## src/rtl/vga_pkg.sv

```systemverilog
// ---------------------------------------------------------------------------
// vga_pkg
// Shared types and constants for the VGA pixel-source slice.
//   ACT_W / ACT_H : active-area size of the 800x600 timing driver
//   rgb24         : packed {r, g, b} pixel
//   pos_t         : 11-bit screen coordinate
//   dir_t/axis_t  : per-axis motion state used by the bounce controller
//   reflect()     : one STEP of motion on one axis, reflecting at the edges
// ---------------------------------------------------------------------------
package vga_pkg;

  localparam int ACT_W = 800;
  localparam int ACT_H = 600;

  typedef logic [23:0] rgb24;
  typedef logic [10:0] pos_t;

  typedef enum logic {
    DIR_POS = 1'b0,
    DIR_NEG = 1'b1
  } dir_t;

  typedef struct packed {
    pos_t pos;
    dir_t dir;
  } axis_t;

  // Advances one axis by one frame. The far edge is summed in 12 bits so
  // that pos+size+step cannot wrap before it is compared with the limit.
  // Hitting an edge clamps to it and flips direction for the next frame.
  function automatic axis_t reflect(axis_t cur, int lim, int size, int step);
    axis_t       nxt;
    logic [11:0] farEdge;
    nxt     = cur;
    farEdge = {1'b0, cur.pos} + 12'(size) + 12'(step);
    if (cur.dir == DIR_POS && farEdge > 12'(lim)) begin
      nxt.pos = pos_t'(lim - size);
      nxt.dir = DIR_NEG;
    end else if (cur.dir == DIR_NEG && {1'b0, cur.pos} < 12'(1 + step)) begin
      nxt.pos = pos_t'(1);
      nxt.dir = DIR_POS;
    end else if (cur.dir == DIR_POS) begin
      nxt.pos = cur.pos + pos_t'(step);
    end else begin
      nxt.pos = cur.pos - pos_t'(step);
    end
    return nxt;
  endfunction

endpackage

```

## src/rtl/vga_pic_bounce_if.sv

```systemverilog
// ---------------------------------------------------------------------------
// vga_pic_bounce_if
// Pixel bus between the VGA timing driver, the picture source and its ROM.
//   value_x/value_y : active coordinates from the driver (0 = blanking)
//   rgb             : pixel returned to the driver
//   rom_addr        : picture ROM address
//   rom_data        : ROM read data, valid one clock after rom_addr
// slave  : the picture source (vga_pic_bounce)
// master : driver + ROM side
// ---------------------------------------------------------------------------
interface vga_pic_bounce_if #(
  parameter int ADDR_W = 14
);
  import vga_pkg::*;

  pos_t              value_x;
  pos_t              value_y;
  rgb24              rgb;
  logic [ADDR_W-1:0] rom_addr;
  rgb24              rom_data;

  modport slave (
    input  value_x,
    input  value_y,
    input  rom_data,
    output rgb,
    output rom_addr
  );

  modport master (
    output value_x,
    output value_y,
    output rom_data,
    input  rgb,
    input  rom_addr
  );

endinterface

```

## src/rtl/vga_bounce_ctrl.sv

```systemverilog
// ---------------------------------------------------------------------------
// vga_bounce_ctrl
// Holds the picture position and direction and moves it once per frame.
//   clk, rst_n   : pixel clock, async active-low reset
//   frame_tick_i : one-clock pulse at the start of each frame
//   mode_i       : 0 = parked at (INIT_X, INIT_Y), 1 = bounce
//   pos_x_o      : current left column of the picture
//   pos_y_o      : current top row of the picture
// ---------------------------------------------------------------------------
module vga_bounce_ctrl #(
  parameter int ACT_W  = vga_pkg::ACT_W,
  parameter int ACT_H  = vga_pkg::ACT_H,
  parameter int PIC_W  = 128,
  parameter int PIC_H  = 128,
  parameter int STEP   = 2,
  parameter int INIT_X = 100,
  parameter int INIT_Y = 100
) (
  input  logic          clk,
  input  logic          rst_n,
  input  logic          frame_tick_i,
  input  logic          mode_i,
  output vga_pkg::pos_t pos_x_o,
  output vga_pkg::pos_t pos_y_o
);
  import vga_pkg::*;

  localparam axis_t HOME_X = '{pos: pos_t'(INIT_X), dir: DIR_POS};
  localparam axis_t HOME_Y = '{pos: pos_t'(INIT_Y), dir: DIR_POS};

  axis_t axisX_q, axisX_d;
  axis_t axisY_q, axisY_d;

  // Position only changes on a frame tick. Leaving bounce mode is handled by
  // parking the picture back home on every tick while mode is 0, which also
  // restores both directions to positive.
  always_comb begin
    axisX_d = axisX_q;
    axisY_d = axisY_q;
    if (frame_tick_i) begin
      if (mode_i) begin
        axisX_d = reflect(axisX_q, ACT_W, PIC_W, STEP);
        axisY_d = reflect(axisY_q, ACT_H, PIC_H, STEP);
      end else begin
        axisX_d = HOME_X;
        axisY_d = HOME_Y;
      end
    end
  end

  // Motion state registers.
  always_ff @(posedge clk or negedge rst_n) begin
    if (!rst_n) begin
      axisX_q <= HOME_X;
      axisY_q <= HOME_Y;
    end else begin
      axisX_q <= axisX_d;
      axisY_q <= axisY_d;
    end
  end

  assign pos_x_o = axisX_q.pos;
  assign pos_y_o = axisY_q.pos;

endmodule

```

## src/rtl/vga_pic_bounce.sv

```systemverilog
// ---------------------------------------------------------------------------
// vga_pic_bounce
// Pixel source placed in front of the VGA timing driver. Draws a PIC_W x PIC_H
// picture from an external synchronous ROM over a flat background, optionally
// bouncing it around the active area. Fixed 3-clock latency from coordinates
// to rgb, so the picture shows up 3 pixels right of pos_x on screen.
//   clk, rst_n   : pixel clock, async active-low reset
//   bus          : pixel bus (coordinates in, rgb out, ROM address/data)
//   mode_i       : 0 = static at (INIT_X, INIT_Y), 1 = bounce
//   pos_x_o      : current picture left column
//   pos_y_o      : current picture top row
//   frame_tick_o : one-clock pulse after the first active pixel of a frame
// ---------------------------------------------------------------------------
module vga_pic_bounce #(
  parameter int            ACT_W    = vga_pkg::ACT_W,
  parameter int            ACT_H    = vga_pkg::ACT_H,
  parameter int            PIC_W    = 128,
  parameter int            PIC_H    = 128,
  parameter int            ADDR_W   = 14,
  parameter int            STEP     = 2,
  parameter int            INIT_X   = 100,
  parameter int            INIT_Y   = 100,
  parameter vga_pkg::rgb24 BG_COLOR = 24'h000000
) (
  input  logic             clk,
  input  logic             rst_n,
  vga_pic_bounce_if.slave  bus,
  input  logic             mode_i,
  output vga_pkg::pos_t    pos_x_o,
  output vga_pkg::pos_t    pos_y_o,
  output logic             frame_tick_o
);
  import vga_pkg::*;

  localparam int XW = $clog2(PIC_W);
  localparam int YW = $clog2(PIC_H);

  pos_t              posX, posY;
  logic              active, inBox, tick_d;
  logic [11:0]       xEnd, yEnd;
  logic [XW-1:0]     xOff;
  logic [YW-1:0]     yOff;
  logic [ADDR_W-1:0] romAddr_q, romAddr_d;
  pos_t              lastY_q, lastY_d;
  logic              tick_q;
  logic              v1_q, act1_q, v2_q, act2_q;
  rgb24              rgb_q, rgb_d;

  vga_bounce_ctrl #(
    .ACT_W  (ACT_W),
    .ACT_H  (ACT_H),
    .PIC_W  (PIC_W),
    .PIC_H  (PIC_H),
    .STEP   (STEP),
    .INIT_X (INIT_X),
    .INIT_Y (INIT_Y)
  ) u_ctrl (
    .clk          (clk),
    .rst_n        (rst_n),
    .frame_tick_i (tick_q),
    .mode_i       (mode_i),
    .pos_x_o      (posX),
    .pos_y_o      (posY)
  );

  // Stage 1 and frame detect. The box end is summed in 12 bits so a picture
  // near the right/bottom edge cannot wrap. The ROM address is the offset
  // inside the picture and simply holds while outside it. A new frame is a
  // drop in value_y between active pixels; blanking (0) never updates
  // last_y, so it cannot fake a frame start.
  always_comb begin
    active    = (bus.value_x != '0) && (bus.value_y != '0);
    xEnd      = {1'b0, posX} + 12'(PIC_W);
    yEnd      = {1'b0, posY} + 12'(PIC_H);
    inBox     = active
                && (bus.value_x >= posX) && ({1'b0, bus.value_x} < xEnd)
                && (bus.value_y >= posY) && ({1'b0, bus.value_y} < yEnd);
    xOff      = XW'(bus.value_x - posX);
    yOff      = YW'(bus.value_y - posY);
    romAddr_d = romAddr_q;
    if (inBox) begin
      romAddr_d = ADDR_W'({yOff, xOff});
    end
    lastY_d = active ? bus.value_y : lastY_q;
    tick_d  = active && (bus.value_y < lastY_q);
  end

  // Stage 3 output mux: picture pixel, background inside the active area,
  // black during blanking.
  always_comb begin
    rgb_d = '0;
    if (v2_q) begin
      rgb_d = bus.rom_data;
    end else if (act2_q) begin
      rgb_d = BG_COLOR;
    end
  end

  // Pipeline and frame-detect registers. Reset flushes every in-flight pixel.
  always_ff @(posedge clk or negedge rst_n) begin
    if (!rst_n) begin
      romAddr_q <= '0;
      v1_q      <= 1'b0;
      act1_q    <= 1'b0;
      v2_q      <= 1'b0;
      act2_q    <= 1'b0;
      rgb_q     <= '0;
      lastY_q   <= '0;
      tick_q    <= 1'b0;
    end else begin
      romAddr_q <= romAddr_d;
      v1_q      <= inBox;
      act1_q    <= active;
      v2_q      <= v1_q;
      act2_q    <= act1_q;
      rgb_q     <= rgb_d;
      lastY_q   <= lastY_d;
      tick_q    <= tick_d;
    end
  end

  assign bus.rom_addr = romAddr_q;
  assign bus.rgb      = rgb_q;
  assign pos_x_o      = posX;
  assign pos_y_o      = posY;
  assign frame_tick_o = tick_q;

endmodule
```

## src/flat_wrapper.sv

```systemverilog
// flat-port wrapper written by rule: the top's interface ports become plain ports
module vga_pic_bounce_flat import vga_pkg::*;
#(
  parameter int            ACT_W    = vga_pkg::ACT_W,
  parameter int            ACT_H    = vga_pkg::ACT_H,
  parameter int            PIC_W    = 128,
  parameter int            PIC_H    = 128,
  parameter int            ADDR_W   = 14,
  parameter int            STEP     = 2,
  parameter int            INIT_X   = 100,
  parameter int            INIT_Y   = 100,
  parameter vga_pkg::rgb24 BG_COLOR = 24'h000000
)
  (clk, rst_n, mode_i, pos_x_o, pos_y_o, frame_tick_o, bus_value_x, bus_value_y, bus_rom_data, bus_rgb, bus_rom_addr);
  vga_pic_bounce_if #(.ADDR_W(ADDR_W)) bus_i ();
  input  logic clk;
  input  logic rst_n;
  input  logic mode_i;
  output vga_pkg::pos_t pos_x_o;
  output vga_pkg::pos_t pos_y_o;
  output logic frame_tick_o;
  input wire logic [$bits(bus_i.value_x)-1:0] bus_value_x;
  input wire logic [$bits(bus_i.value_y)-1:0] bus_value_y;
  input wire logic [$bits(bus_i.rom_data)-1:0] bus_rom_data;
  output wire logic [$bits(bus_i.rgb)-1:0] bus_rgb;
  output wire logic [$bits(bus_i.rom_addr)-1:0] bus_rom_addr;
  assign bus_i.value_x = bus_value_x;
  assign bus_i.value_y = bus_value_y;
  assign bus_i.rom_data = bus_rom_data;
  assign bus_rgb = bus_i.rgb;
  assign bus_rom_addr = bus_i.rom_addr;
  vga_pic_bounce #(.ACT_W(ACT_W), .ACT_H(ACT_H), .PIC_W(PIC_W), .PIC_H(PIC_H), .ADDR_W(ADDR_W), .STEP(STEP), .INIT_X(INIT_X), .INIT_Y(INIT_Y), .BG_COLOR(BG_COLOR)) u_core (.clk(clk), .rst_n(rst_n), .bus(bus_i), .mode_i(mode_i), .pos_x_o(pos_x_o), .pos_y_o(pos_y_o), .frame_tick_o(frame_tick_o));
endmodule
```

## config.mk

```make
export PLATFORM = sky130hd
export DESIGN_NAME = vga_pic_bounce_flat
export DESIGN_NICKNAME = d
export VERILOG_FILES = /design/src/rtl/vga_pkg.sv /design/src/rtl/vga_pic_bounce_if.sv /design/src/rtl/vga_bounce_ctrl.sv /design/src/rtl/vga_pic_bounce.sv /design/src/flat_wrapper.sv
export SDC_FILE = /design/constraint.sdc
export NUM_CORES = 1
export LEC_CHECK = 0
export ABC_AREA = 1
export ABC_CLOCK_PERIOD_IN_PS = 2800
export BUFFER_PORTS_ARGS = -buffer_cell sky130_fd_sc_hd__buf_4
export CAP_MARGIN = 5
export CORE_ASPECT_RATIO = 0.5
export CORE_MARGIN = 4
export CORE_UTILIZATION = 40
export DETAILED_ROUTE_END_ITERATION = 10
export MAX_ROUTING_LAYER = met4
export SLEW_MARGIN = 20
export SYNTH_ARGS = -nofsm -noshare
export SYNTH_HDL_FRONTEND = slang
export SYNTH_SLANG_ARGS = --single-unit
```

## constraint.sdc

```tcl
create_clock -name clk -period 2.8 [get_ports clk]
set_input_delay 0.28 -clock clk [delete_from_list [all_inputs] [get_ports clk]]
set_output_delay 0.28 -clock clk [all_outputs]
set_load 0.01 [all_outputs]
```

==> flow_summary_export.csv <==
group,metric,value,unit
status,status,"finished, violations left",
status,violations,"hold timing",
clocking,path_clk_slew,0.06,ns
power_and_ir_drop,leakage,3.956,nW
sta,finalCritPeriodShare,0.9164,
routing,vias,5322,
synth,synth.cell_area,5906,sq um
clocking,cts_hold_buf,0,
synth,synthCells,788,
worst_setup_path,crit_fanout,14,
global_routing,grt-ovfl-total,0,
worst_setup_path,required,3.03,ns
run,drv_cap,0,
sta,whs,-0.08323,ns
clocking,root_buffer,"clkbuf_16",
synth,ys_async_sr_fraction,1.000,
worst_setup_path,cp.arrival,2.80,ns
floorplanning,rows,31,
synth,synth.area.top_cells,"dfrtp_1, ha_1, nand2_1, inv_1, nand3_1",
global_routing,groute.usage.overall,0.1906,
cells_and_area,fillers,1453,
routing,drc,0,
synth,synth_top_area_cell,"dfrtp_1",
worst_setup_path,crit_type,"reg -> reg",
floorplanning,ios,110,
sta,fin_skew,0.005968,ns
global_routing,grt_pass1_wl,25430,microns
sta,finalHoldViolCount,17,
global_routing,antenna_found_initial,0,
power_and_ir_drop,ir_drop,0.4003,mV
global_routing,grt_pass1_vias,5115,
worst_setup_path,cp-end-kind,"flop",
power_and_ir_drop,power.share.switching,0.4610,
routing,ant_nets,0,
floorplanning,start_util,0.4082,
clocking,cts_inserted_buffers,9,
routing,firstDrtPassIters,5,
clocking,insertion_delay,0.34,ns
placement,gp_congestion,0.9196,
routing,via_per_inst,4.892,
synth,synthDistinctLibCells,41,
placement,io_buffers,109,
synth,yosysWarnings,0,
power_and_ir_drop,power.internal,3.484,mW
clocking,htree_num_levels,3,
sta,fin_crit,2.566,ns
clocking,max-clock-path-buffers,2,
sta,setup_violations,0,
power_and_ir_drop,power_density,907.2,nW/um^2
floorplanning,core_region_area,14470,sq um
synth,synth_top_area_share,0.2966,
routing,first_iter_violations,314,
sta,tns,0,ns
placement,hpwl,12000,microns
sta,grt_setup_unrepaired,"no",
synth,seq_area_frac_synth,0.3233,
power_and_ir_drop,p_comb_frac,0.552,
sta,worst_slew_pin_slew,0.7619,ns
power_and_ir_drop,power_switching,2.980,mW
synth,synth_common_cells,"nand2_1, inv_1, dfrtp_1",
synth,synthesis.nets,909,
cells_and_area,area_delta_synth_final,20.64,%
cells_and_area,diodes,0,
clocking,cts_tree,"done",
power_and_ir_drop,power_frac_seq,0.272,
sta,slew_violations,0,
cells_and_area,drive_above_1_share,0.1831,
floorplanning,die_w,179.8,microns
clocking,cts.sinks,76,
worst_setup_path,start_kind,"flop",
cells_and_area,nets,1006,
hold_path,hold_class,"in -> async",
synth,synth_edf_count,0,
synth,yosys_register_bits,76,
routing,finalWirelength,15310,microns
power_and_ir_drop,finalPower,6.463,mW
synth,synth.most_common_cell,"nand2_1",
sta,relSlewSlack,0.4921,
global_routing,grt_max_degree,77,
sta,clock.fmax,389.7,MHz
floorplanning,die_area,16890,sq um
routing,routedWlPerCell,14.07,microns
worst_setup_path,worst-r2r-cell-count,12,
power_and_ir_drop,power.clock.fraction,0.176,
synth,syn_area_per_cell,7.494,sq um
synth,ys.flop_type,"dfrtp_1",
floorplanning,die-height,93.92,microns
## critical path: stages (launching register included)
cell,delay [ns]
dfrtp_1,0.49
ha_1,0.23
xor2_1,0.31
inv_1,0.11
ha_1,0.31
nand2_1,0.05
nor2_1,0.14
nand2_1,0.07
o21ai_1,0.29
nor2_4,0.08
buf_4,0.19
nand4_1,0.11
nand2_1,0.06
## kinds of logic after synthesis
kind of cell    synth area share
simple gates              0.2638
flops                     0.3233
buf+inv                   0.1095
xor+xnor                 0.04004
compound gates            0.1057
fa+ha+maj                 0.1576
## sequential cells by signal (all words and copies together) (netlist names)
register and cells:
u_core.bus.rgb 24, u_core.bus.rom_addr 14, u_core.frame_tick_o 1, u_core.lastY_q 11, u_core.u_ctrl.axisX_q 1, u_core.u_ctrl.axisY_q 1
u_core.u_ctrl.pos_x_o 11, u_core.u_ctrl.pos_y_o 11, u_core.v1_q 1, u_core.v2_q 1
## power by group through the flow
stage / clock network (mW) / logic [mW] / registers [mW]
5_1_grt: 1.23 / 4.05 / 1.81
4_1_cts: 1.18 / 3.55 / 1.76
6_report: 1.14 / 3.57 / 1.76
3_5_place_dp: 0 / 3.53 / 1.78
3_3_place_gp: 0 / 3.49 / 1.77
2_1_floorplan: 0 / 2.54 / 1.74
## stage by stage
stage	hold WS [ns]	setup slack, ns	std cells	util	cell area (sq um)
floorplan	-0.01559	0.4987	788	-	5906
detailed placement	0.3355	0.1027	1069	0.4706	6809
global placement	0.3329	0.1929	1069	0.4706	6809
global route	0.03300	0.0002045	1088	0.4924	7124
finish	-0.08323	0.2340	1088	0.4924	7124
CTS	0.1047	0.09372	1085	0.4905	7097
## routing by layer
metal | vias to the layer above | global-route usage | wire, microns
met2 | 113 | 0.3036 | 6781
met3 | 12 | 0.04563 | 708
met5 | - | - | 0
met1 | 2451 | 0.2520 | 7673
li1 | 2746 | - | -
met4 | 0 | 0.03739 | 142
## placed cells by master, fill, tap and decap left out, types with 2 or more instances in the layout
cell,n
nand2_1,224
buf_4,120
inv_1,105
dfrtp_1,69
ha_1,68
nand3_1,46
nor2_1,40
a21oi_1,37
o21ai_0,34
nand4_1,27
xor2_1,16
o21ai_1,16
xnor2_1,11
clkbuf_16,9
dfstp_2,6
a31oi_1,5
inv_2,4
nor4_1,4
nor3_1,4
or2_2,4
fa_1,4
inv_6,4
a21o_1,3
nor2_4,2
o21a_1,2
o211ai_1,2
nand3_2,2
clkinv_1,2
nor3_2,2
a22oi_1,2
o221ai_1,2
## repair_timing
action,CTS,global route
endpoints found under the setup margin,0,14
resized for setup,0,1
endpoints found under the hold margin,0,0
setup buffers,0,3
## final cells by class
class / count / area, sq um / share of cell area
Tap cell: 198 / 247.7 / 0.03477
Clock inverter: 7 / 62.56 / 0.008781
Inverter: 111 / 416.7 / 0.05848
Multi-Input combinational cell: 566 / 3349 / 0.4701
Clock buffer: 9 / 225.2 / 0.03161
Timing Repair Buffer: 121 / 912.1 / 0.1280
Sequential cell: 76 / 1911 / 0.2682
## worst paths after layout
| check | from | end | slack, ns |
|---|---|---|---|
| max in group asynchronous | rst_n | u_core.lastY_q[7]$_DFFE_PN0P_ | 2.29 |
| worst min-delay path | rst_n | u_core.u_ctrl.pos_x_o[8]$_DFFE_PN0P_ | -0.08 |
| worst min register to register | u_core.v1_q$_DFF_PN0_ | u_core.v2_q$_DFF_PN0_ | 0.35 |
| worst max register to register | u_core.u_ctrl.pos_x_o[8]$_DFFE_PN0P_ | u_core.bus.rom_addr[9]$_DFFE_PN0P_ | 0.23 |
| worst max-delay path | u_core.u_ctrl.pos_x_o[8]$_DFFE_PN0P_ | u_core.bus.rom_addr[9]$_DFFE_PN0P_ | 0.23 |
| min in group clk | bus_rom_data[3] | u_core.bus.rgb[3]$_DFF_PN0_ | 0.12 |
No activity file was read; power rests on OpenSTA's default activity.
